--- config.mk ---
export PLATFORM = sky130hd
export DESIGN_NAME = instr_fetch_flat
export DESIGN_NICKNAME = d
export VERILOG_FILES = /design/src/rtl/cpu_pkg.sv /design/src/rtl/instr_fetch_if.sv /design/src/rtl/fetch_skid_buf.sv /design/src/rtl/instr_fetch.sv /design/src/flat_wrapper.sv
export SDC_FILE = /design/constraint.sdc
export NUM_CORES = 1
export LEC_CHECK = 0
export ABC_AREA = 1
export BUFFER_PORTS_ARGS = -buffer_cell sky130_fd_sc_hd__buf_2
export CAP_MARGIN = 20
export CORE_AREA = 2 2 106 108
export DETAILED_ROUTE_END_ITERATION = 16
export DIE_AREA = 0 0 108 110
export PLACE_DENSITY = 0.6
export SLEW_MARGIN = 40
export SYNTH_ARGS = -nofsm -noshare
export SYNTH_HDL_FRONTEND = slang
export SYNTH_SLANG_ARGS = --single-unit
--- constraint.sdc ---
create_clock -name clk -period 2.4 [get_ports clk]
set_input_delay 0 -clock clk [delete_from_list [all_inputs] [get_ports clk]]
set_output_delay 0 -clock clk [all_outputs]
set_load 0.02 [all_outputs]
--- src/rtl/cpu_pkg.sv ---
// Shared constants for the 16-bit core front end: command width, HLT decode fields, fetch FSM encoding.
package cpu_pkg;

  localparam int CMD_W = 16;

  localparam logic [1:0] OPC_CLASS_ALU = 2'b11;
  localparam logic [3:0] OP3_HLT       = 4'b1111;

  localparam logic [CMD_W-1:0] CMD_NOP = 16'h0000;

  typedef logic [1:0] fetch_state_t;
  localparam fetch_state_t FS_IDLE  = 2'd0;
  localparam fetch_state_t FS_FETCH = 2'd1;
  localparam fetch_state_t FS_FLUSH = 2'd2;
  localparam fetch_state_t FS_HALT  = 2'd3;

  function automatic logic is_hlt(input logic [CMD_W-1:0] c);
    return (c[15:14] == OPC_CLASS_ALU) && (c[7:4] == OP3_HLT);
  endfunction

endpackage

--- src/rtl/instr_fetch_if.sv ---
// Command handshake from fetch to decoder: cmd/cmd_pc qualified by cmd_valid, accepted on cmd_ready.
interface instr_fetch_if
  import cpu_pkg::*;
#(
  parameter int ADDR_W = 12
) ();

  logic [CMD_W-1:0]  cmd;
  logic [ADDR_W-1:0] cmd_pc;
  logic              cmd_valid;
  logic              cmd_ready;

  modport master (output cmd, output cmd_pc, output cmd_valid, input  cmd_ready);
  modport slave  (input  cmd, input  cmd_pc, input  cmd_valid, output cmd_ready);

endinterface

--- src/rtl/fetch_skid_buf.sv ---
// Two-entry FIFO of {cmd, pc}; head is read straight from storage, so it is already registered.
// Push beyond capacity is dropped unless a pop happens in the same cycle; flush wins over push/pop.
module fetch_skid_buf #(
  parameter int DW = 28
) (
  input  logic          clk,
  input  logic          rst_n,
  input  logic          push,
  input  logic [DW-1:0] push_dat,
  input  logic          pop,
  input  logic          flush,
  output logic [1:0]    count,
  output logic [DW-1:0] head
);

  logic [DW-1:0] mem [2];
  logic          wr_ptr;
  logic          rd_ptr;
  logic          do_push;
  logic          do_pop;

  assign do_pop  = pop && (count != 2'd0);
  assign do_push = push && ((count != 2'd2) || do_pop);
  assign head    = mem[rd_ptr];

  always_ff @(posedge clk or negedge rst_n) begin
    if (!rst_n) begin
      for (int i = 0; i < 2; i++) mem[i] <= '0;
      wr_ptr <= 1'b0;
      rd_ptr <= 1'b0;
      count  <= 2'd0;
    end else if (flush) begin
      wr_ptr <= 1'b0;
      rd_ptr <= 1'b0;
      count  <= 2'd0;
    end else begin
      if (do_push) begin
        mem[wr_ptr] <= push_dat;
        wr_ptr      <= ~wr_ptr;
      end
      if (do_pop) rd_ptr <= ~rd_ptr;
      count <= count + {1'b0, do_push} - {1'b0, do_pop};
    end
  end

endmodule

--- src/rtl/instr_fetch.sv ---
// Fetch stage: owns the PC, issues 1-cycle imem reads into a 2-entry skid buffer feeding the decoder (rd_en -> cmd_valid: 2 cycles).
// cmd_ready low holds cmd and throttles issue; br_taken flushes everything. INSTR_FETCH_PERF_EN adds fetch_cnt/stall_cnt.
module instr_fetch
  import cpu_pkg::*;
#(
  parameter int                ADDR_W   = 12,
  parameter logic [ADDR_W-1:0] RESET_PC = '0
) (
  input  logic              clk,
  input  logic              rst_n,
  output logic [ADDR_W-1:0] imem_addr,
  output logic              imem_rd_en,
  input  logic [CMD_W-1:0]  imem_rdata,
  input  logic              br_taken,
  input  logic [ADDR_W-1:0] br_target,
  instr_fetch_if.master     cmd_if,
  output logic              halted
`ifdef INSTR_FETCH_PERF_EN
  ,
  output logic [31:0]       fetch_cnt,
  output logic [31:0]       stall_cnt
`endif
);

  typedef struct packed {
    logic [CMD_W-1:0]  cmd;
    logic [ADDR_W-1:0] pc;
  } fetch_ent_t;

  localparam int ENT_W = $bits(fetch_ent_t);

  fetch_state_t      state;
  logic [ADDR_W-1:0] pc;
  logic [ADDR_W-1:0] ret_pc;
  logic              rd_pend;
  logic              discard;
  logic [1:0]        count;
  logic [ENT_W-1:0]  head_raw;
  fetch_ent_t        head;
  fetch_ent_t        ret_ent;
  logic              xfer;
  logic              hlt_xfer;
  logic              flush;
  logic              ret_live;
  logic              push;
  logic              issue;
  logic [2:0]        budget;

  assign xfer     = cmd_if.cmd_valid && cmd_if.cmd_ready;
  assign hlt_xfer = xfer && is_hlt(cmd_if.cmd);
  assign flush    = br_taken || hlt_xfer;
  assign ret_live = rd_pend && !discard;
  assign push     = ret_live && !flush;

  // Count the slot freed by this cycle's pop so a full-rate stream keeps issuing every cycle.
  assign budget = {1'b0, count} - {2'b0, xfer} + {2'b0, ret_live};
  assign issue  = (state == FS_FETCH) && (budget < 3'd2);

  assign imem_addr  = pc;
  assign imem_rd_en = issue;

  assign ret_ent = '{cmd: imem_rdata, pc: ret_pc};
  assign head    = fetch_ent_t'(head_raw);

  assign cmd_if.cmd       = head.cmd;
  assign cmd_if.cmd_pc    = head.pc;
  assign cmd_if.cmd_valid = (count != 2'd0);

  fetch_skid_buf #(
    .DW(ENT_W)
  ) u_skid (
    .clk      (clk),
    .rst_n    (rst_n),
    .push     (push),
    .push_dat (ret_ent),
    .pop      (xfer),
    .flush    (flush),
    .count    (count),
    .head     (head_raw)
  );

  always_ff @(posedge clk or negedge rst_n) begin
    if (!rst_n) begin
      state   <= FS_IDLE;
      pc      <= RESET_PC;
      ret_pc  <= '0;
      rd_pend <= 1'b0;
      discard <= 1'b0;
      halted  <= 1'b0;
    end else begin
      rd_pend <= issue;
      // A read launched in a flush cycle returns after the flush and must not land in the buffer.
      discard <= issue && flush;
      if (issue) ret_pc <= pc;

      if (br_taken) begin
        pc     <= br_target;
        state  <= FS_FLUSH;
        halted <= 1'b0;
      end else begin
        if (issue) pc <= pc + 1'b1;
        if (hlt_xfer) begin
          state  <= FS_HALT;
          halted <= 1'b1;
        end else begin
          case (state)
            FS_IDLE:  state <= FS_FETCH;
            FS_FLUSH: state <= FS_FETCH;
            default:  state <= state;
          endcase
        end
      end
    end
  end

`ifdef INSTR_FETCH_PERF_EN
  always_ff @(posedge clk or negedge rst_n) begin
    if (!rst_n) begin
      fetch_cnt <= '0;
      stall_cnt <= '0;
    end else begin
      if (xfer && (fetch_cnt != 32'hFFFF_FFFF)) fetch_cnt <= fetch_cnt + 32'd1;
      if (cmd_if.cmd_valid && !cmd_if.cmd_ready && (stall_cnt != 32'hFFFF_FFFF))
        stall_cnt <= stall_cnt + 32'd1;
    end
  end
`endif

endmodule

--- src/flat_wrapper.sv ---
// flat-port wrapper written by rule: the top's interface ports become plain ports
module instr_fetch_flat import cpu_pkg::*;
#(
  parameter int                ADDR_W   = 12,
  parameter logic [ADDR_W-1:0] RESET_PC = '0
)
  (clk, rst_n, imem_addr, imem_rd_en, imem_rdata, br_taken, br_target, halted, cmd_if_cmd, cmd_if_cmd_pc, cmd_if_cmd_valid, cmd_if_cmd_ready);
  instr_fetch_if #(.ADDR_W(ADDR_W)) cmd_if_i ();
  input  logic clk;
  input  logic rst_n;
  output logic [ADDR_W-1:0] imem_addr;
  output logic imem_rd_en;
  input  logic [CMD_W-1:0] imem_rdata;
  input  logic br_taken;
  input  logic [ADDR_W-1:0] br_target;
  output logic halted;
  output wire logic [$bits(cmd_if_i.cmd)-1:0] cmd_if_cmd;
  output wire logic [$bits(cmd_if_i.cmd_pc)-1:0] cmd_if_cmd_pc;
  output wire logic [$bits(cmd_if_i.cmd_valid)-1:0] cmd_if_cmd_valid;
  input wire logic [$bits(cmd_if_i.cmd_ready)-1:0] cmd_if_cmd_ready;
  assign cmd_if_cmd = cmd_if_i.cmd;
  assign cmd_if_cmd_pc = cmd_if_i.cmd_pc;
  assign cmd_if_cmd_valid = cmd_if_i.cmd_valid;
  assign cmd_if_i.cmd_ready = cmd_if_cmd_ready;
  instr_fetch #(.ADDR_W(ADDR_W), .RESET_PC(RESET_PC)) u_core (.clk(clk), .rst_n(rst_n), .imem_addr(imem_addr), .imem_rd_en(imem_rd_en), .imem_rdata(imem_rdata), .br_taken(br_taken), .br_target(br_target), .cmd_if(cmd_if_i), .halted(halted));
endmodule
==> run metrics, run 1 <==
combinational share of power 0.393; CP peak stage delay 0.49 ns; setup_tns 0 ns; fraction of layout cells with a size suffix above 1 0.222; Slew @ Worst Pin 0.746 ns; Synth Instances 517; Initial Utilization 0.391; peak supply drop 0.385 mV; Critical Path End Type output pin; Seq/Total Area, Yosys 0.533; cts bufs inserted 9; crit path time final 2.40 ns; initial antenna violation count 0; die area 11900 um^2; nets 672; outcome completed; Clock Sink Count 89; max_cap viols 0; Die X 108 um; Post-Syn Nets 554; clk_skew 0.0145 ns; Setup WS pre-CTS 0.0515 ns; CP max-delay cell fa_1; TritonCTS clock tree built; post-synth top area share 0.533; post-route ant nets 0; design area 5380 um^2; Layout area overhead 28.5%; CP Cell Sequence nor2_2 -> nor2_2 -> ha_1 -> inv_1 -> nand2_1 -> fa_1 -> nand2_1 -> nor2_1 -> nand2_1 -> buf_6 -> inv_4 -> buf_6; DR iter-0 viols 178; Clock Latency Late Sink 0.35 ns; Slew HR 0.503; Power Internal 3.42 mW; first-pass GRT wire length 17.0 mm; Ports 75; leak pwr 2.97 nW; crit-path max FO 4; RSZ-0062 raised after global routing yes; WL/cell 12.9 um; Final setup viols 0; H-Tree Depth 3; clk root buf clkbuf_8; Final Cycle Share 1.00; HPWL Detailed 6.63 mm; post-synthesis instance area 4180 um^2; Total GRT Usage 0.182; Reg2Reg Setup Slack 0.02 ns; Max Freq 417 MHz; most frequent cell on the critical path nand2_1; vias after detailed routing 3575; vias in the first global route 3468; pins over their slew limit 0; clock power share 0.179; Worst EP required 2.40 ns; Port Buffers 74; crit path launch type flip-flop; final hold violations 0; First-pass DRT Iterations 4; largest net degree at the start of global routing 58; flops & latches, synth 89; Placed Area 4750 um^2; Reg clk slew, reported paths 0.08 ns; top cell family by delay on the critical path adder cells; Overflow after GRT 0; CTS Buffer Depth 2; Crit Path Category flip-flop to output pin; ranking of synthesized cells by area dfrtp_1, nand2_1, inv_1; synthesized area per cell 8.09 um^2; Flop pwr share 0.428; CP Data Arrival Time 2.40 ns; placement row count 38; Via-to-Cell Ratio 4.58; CP Buf/Inv Count 4; Yosys top cell by area dfrtp_1; post-synthesis cell type count 34; CORE AREA 10700 um^2; ANT cells 0; Setup WS post-layout 0.0000471 ns; final WL 10.0 mm; Die Height 110 um; PD cells 1060 nW/um^2; YS warnings 0; DRC 0; HP Class input pin to flip-flop; Switching Fraction 0.401; Final GP Congestion 0.852; NetSw 2.30 mW
-- cell usage after synthesis, drive strengths merged --
cell type / n
nand2: 299
dfrtp: 89
inv: 29
o21ai: 19
nor2: 17
buf: 13
nand3: 11
xor2: 8
clkbuf: 6
ha: 4
nand4: 3
o211ai: 3
o21bai: 3
o221ai: 3
xnor2: 3
a21oi: 2
and3: 1
clkinv: 1
fa: 1
nand3b: 1
nor3: 1
-- sequential cells by signal, indices dropped and copies added (netlist names), 2 cells and up --
| signal | count |
|---|---|
| u_core.ret_pc | 12 |
| u_core.u_skid.mem | 56 |
| u_core.imem_addr | 12 |
| u_core.state | 2 |
| u_core.u_skid.count | 2 |
-- per-layer routing --
metal	global-route usage	routed length (um)	up-vias	part of all wire
met5	0	0	-	0
met4	0.0485	82	0	0.0082
met3	0.0394	471	7	0.047
met2	0.294	4740	83	0.47
met1	0.250	4750	1666	0.47
li1	-	-	1819	-
-- power groups by stage --
stage / Combinational [mW] / Clock, mW / Sequential, mW
after floorplan: 1.41 / 0 / 2.42
after global placement: 2.07 / 0 / 2.44
after detailed placement: 2.11 / 0 / 2.46
after CTS: 2.19 / 1.05 / 2.44
after global routing: 2.55 / 1.12 / 2.52
final: 2.25 / 1.02 / 2.45
-- stage by stage --
step	power [mW]	hold WS [ns]	util	std cells
floorplan	3.83	-0.296	-	517
global placement	4.51	0.110	0.444	727
detailed placement	4.57	0.116	0.444	727
CTS	5.68	0.0260	0.493	775
global route	6.20	0.0668	0.502	780
finish	5.72	0.0512	0.502	780
-- repair_timing --
item / CTS / global route
pin swaps: 1 / 4
endpoints found under the hold margin: 99 / 0
gates resized for setup: 5 / 27
endpoints found under the setup margin: 1 / 22
buffers inserted: 3 / 6
hold buffers: 29 / 0
-- path summary, 6_finish.rpt --
kind,startpoint,end,cells after the start
setup / recovery,u_core.u_skid.count[1]$_DFF_PN0_,imem_rd_en,12
hold / removal,br_taken,u_core.halted$_DFFE_PN0P_,2
setup reg to reg,u_core.u_skid.count[1]$_DFF_PN0_,u_core.ret_pc[7]$_DFFE_PN0P_,14
hold reg to reg,u_core.u_skid.mem[17]$_DFFE_PN0P_,u_core.u_skid.mem[17]$_DFFE_PN0P_,2
max in group asynchronous,rst_n,u_core.u_skid.mem[46]$_DFFE_PN0P_,3
min in group asynchronous,rst_n,u_core.u_skid.mem[21]$_DFFE_PN0P_,2
-- layout make-up --
type	instances	area [um^2]
clock buffers	10	128
clock inverters	6	67.6
fillers	1064	5320
inverters	30	118
multi-input cells	379	1770
flip-flops and latches	89	2230
well taps	140	175
repair buffers	126	895
-- worst reg2reg max path: stages (launching register included) --
cell and delay (ns):
dfrtp_1 0.40, nor2_2 0.15, nor2_2 0.06, ha_1 0.28
inv_1 0.05, nand2_1 0.05, fa_1 0.49, nand2_1 0.05
nor2_1 0.08, nand2_1 0.11, buf_6 0.15, buf_8 0.12
buf_4 0.16, nand2_1 0.06, nand2_1 0.06
-- cells in the final DEF (no fill, tap or decap), types with 4 or more instances in the layout --
cell type      instances
o21ai_0                9
buf_4                 18
nor2_1                 9
clkbuf_8               9
nand2_2                7
nor2_2                 5
xor2_1                 8
nand3_1               10
buf_2                 72
ha_1                   4
dfrtp_1               89
inv_1                 26
nand2_1              291
o21ai_2                7
dlygate4sd3_1         29
-- cells by family (layout without fill, tap and decap cells) --
| family | Yosys count | in the layout | share of synthesized area |
|---|---|---|---|
| AOI/OAI and AO/OA | 30 | 30 | 0.0431 |
| adders and majority gates | 5 | 5 | 0.0168 |
| xor gates and xnor gates | 11 | 11 | 0.0230 |
| and+or+nand+nor | 333 | 333 | 0.326 |
| DFF | 89 | 89 | 0.533 |
| buffers and inverters | 49 | 172 | 0.0580 |
Note: power is estimated with default switching activity, not from simulation.
==> run 2, diff against run 1 <==
CORE_AREA = 2 2 110 112   (was 2 2 106 108)
DIE_AREA = 0 0 112 114   (was 0 0 108 110)
PLACE_DENSITY = 0.58   (was 0.6)
SYNTH_HIERARCHICAL = 1   (was default)
clock period = 2.9 ns   (was 2.4 ns; I/O delays follow)
==> run metrics, run 2 <==
Total GRT Usage 0.184 (+0.00225); outcome completed; non-filler cells, final 829 (+6.3%); largest register by flop count u_core/u_skid/mem; DRC 0 (unchanged); largest net degree at the start of global routing 69 (+19%); Max Freq 365 MHz; commonest non-fill, non-tap cell in the layout nand2_1; CP Data Arrival Time 2.74 ns (+0.34 ns); first-pass GRT wire length 19.2 mm (+13%); Worst EP required 2.90 ns (+0.50 ns); final hold violations 0 (unchanged); clk_skew 0.00856 ns (-0.00591 ns); max_cap viols 0 (unchanged); commonest cells after routing, fill and taps aside nand2_1, dfrtp_1, buf_2; flops & latches, synth 89 (unchanged); Largest register FFs 56 (unchanged); post-synthesis cell type count 28 (-18%); Placed Instances 781 (+7.4%); synthesized area per cell 7.93 um^2 (-2.0%); Clock Latency Late Sink 0.33 ns (-0.02 ns); Slew @ Worst Pin 0.628 ns (-0.118 ns); Yosys top cell by area dfrtp_1; Layout area overhead 23.6%; Die Height 114 um (+3.6%); Worst Hold Path Cells 5 (+3); Final Cycle Share 0.944; peak supply drop 0.444 mV (+15%); PD cells 670 nW/um^2 (-37%); post-route ant nets 0 (unchanged); crit path launch type flip-flop; Hold Slack 0.0181 ns (-0.0331 ns); WL/cell 13.6 um (+5.5%); crit-path max FO 19 (+15); CTS Buffer Depth 2 (unchanged); clk root buf clkbuf_16; leak pwr 3.05 nW (+2.8%); RSZ-0062 raised after global routing no; final WL 11.3 mm (+12%); Ports 75 (unchanged); # fillers 1181 (+11%); FF/Latch Area 2230 um^2 (about the same); Reg2Reg Depth 14 (unchanged); HPWL Detailed 7.41 mm (+12%); Reg clk slew, reported paths 0.06 ns (-0.02 ns); Clock Sink Count 89 (unchanged); nets 714 (+6.3%); Slew HR 0.582 (+0.0787); Seq/Total Area, Yosys 0.487 (-0.0459); vias after detailed routing 4042 (+13%); fraction of layout cells with a size suffix above 1 0.195 (-0.0269); H-Tree Depth 3 (unchanged); Main synth FF type dfrtp_1; setup_tns 0 ns (unchanged); crit path time final 2.74 ns; Reg-to-Reg Start u_core/u_skid/rd_ptr$_DFFE_PN0P_; post-synth top area share 0.487 (-0.0459); ranking of synthesized cells by area dfrtp_1, nand2_1, nand4_1; TritonCTS clock tree built; Overflow after GRT 0 (unchanged); Port Buffers 74 (unchanged); cts bufs inserted 9 (unchanged); Hold Startpoint br_target[2]; First-pass DRT Iterations 4 (unchanged); Via-to-Cell Ratio 4.88 (+6.4%); placement row count 40 (+5.3%); Crit Path Category flip-flop to output pin; vias in the first global route 4012 (+16%); CORE AREA 11700 um^2 (+9.5%); most numerous cell in the Yosys netlist nand2_1; DR iter-0 viols 253 (+42%); Die X 112 um (+3.7%); Critical Path End Type output pin; initial antenna violation count 0 (unchanged); ANT cells 0 (unchanged); pins over their slew limit 0 (unchanged); Final setup viols 0 (unchanged); die area 12800 um^2 (+7.5%); most instantiated cells after synthesis nand2_1, dfrtp_1, nand4_1; multi-input logic area 1960 um^2 (+11%); Post-Syn Nets 614 (+11%); HP Class input pin to flip-flop; post-synthesis instance area 4580 um^2 (+9.4%); Initial Utilization 0.391 (about the same); ys async rst share 1.00 (unchanged); YS warnings 6 (+6); Crit. Startpoint u_core/u_skid/count[1]$_DFF_PN0_; Final GP Congestion 0.789 (-7.4%); number of synthesized flops with an enable pin 0 (unchanged); Synth Instances 577 (+12%)
## run 2: cell types whose count changed after synthesis, sizes merged, moves of 6 or more
| cell | previous run | this run |
|---|---|---|
| nand3 | 11 | 39 |
| xor2 | 8 | 0 |
| inv | 29 | 35 |
| buf | 13 | 32 |
| nand2 | 299 | 276 |
| nand4 | 3 | 57 |
## run 2: routing by layer
layer,part of all wire,up-vias,track usage
li1,-,2071,-
met1,0.45,1845,0.242
met2,0.48,118,0.319
met3,0.062,8,0.0335
met4,0.011,0,0.0463
met5,0,-,0
## run 2: final timing paths
path	to	slack, ns
worst max-delay path	imem_rd_en	0.16
worst min-delay path	u_core/imem_addr[2]$_DFFE_PN0P_	0.02
worst max register to register	u_core/u_skid/mem[16]$_DFFE_PN0P_	0.22
worst min register to register	u_core/u_skid/mem[45]$_DFFE_PN0P_	0.47
max in group asynchronous	u_core/u_skid/mem[13]$_DFFE_PN0P_	2.02
min in group asynchronous	u_core/u_skid/mem[51]$_DFFE_PN0P_	0.25
## run 2: layout make-up
cell class	count	share of cell area
clock buffer	12	0.0436
tap	147	0.0325
sequential	89	0.394
clock inverter	4	0.0135
timing repair buffer	124	0.146
multi-input combinational	418	0.347
inverter	35	0.0239
## run 2: kinds of logic (layout without fill, tap and decap cells)
logic type / count (synthesis) / after routing / share of synthesized area
flip-flops: 89 / 89 / 0.487
adder cells (fa/ha/maj): 5 / 5 / 0.0153
buffers and inverters: 71 / 175 / 0.0889
XOR/XNOR: 1 / 1 / 0.00191
AND/OR/NAND/NOR: 389 / 390 / 0.383
AO/OA/AOI/OAI: 22 / 22 / 0.0246
## run 2: what timing repair did
| action | 4_1_cts | 5_1_grt |
|---|---|---|
| hold buffers | 28 | 0 |
| cloned | 1 | 0 |
| hold endpoints to repair | 109 | 0 |
| endpoints found under the setup margin | 1 | 18 |
| buffers inserted | 1 | 2 |
| resized for setup | 1 | 3 |
| pin swaps | 2 | 4 |
## run 2: report_power, final
group / switching, mW / leakage [nW] / internal [mW]
Combinational: 0.590 / 1.74 / 0.328
Clock: 0.457 / 0.153 / 0.780
Sequential: 0.159 / 1.16 / 1.47
Total: 1.21 / 3.05 / 2.58
## run 2: stage by stage
step	area, um^2	power [mW]	setup slack [ns]	utilization
4_1_cts	5630	3.83	0.00509	0.481
3_5_place_dp	5010	2.55	0.216	0.428
5_1_grt	5660	4.03	0.00174	0.483
2_1_floorplan	4580	2.22	0.269	-
3_3_place_gp	5010	2.52	0.173	0.428
6_report	5660	3.79	0.163	0.483
## run 2: worst max-delay path: stages (launching register included)
cell and delay, ns:
dfrtp_2 0.43, o21a_1 0.24, ha_1 0.30, or2_2 0.31, fa_1 0.50, nand2_1 0.09
nor2_4 0.15, nand2_8 0.14, inv_2 0.11, buf_4 0.14
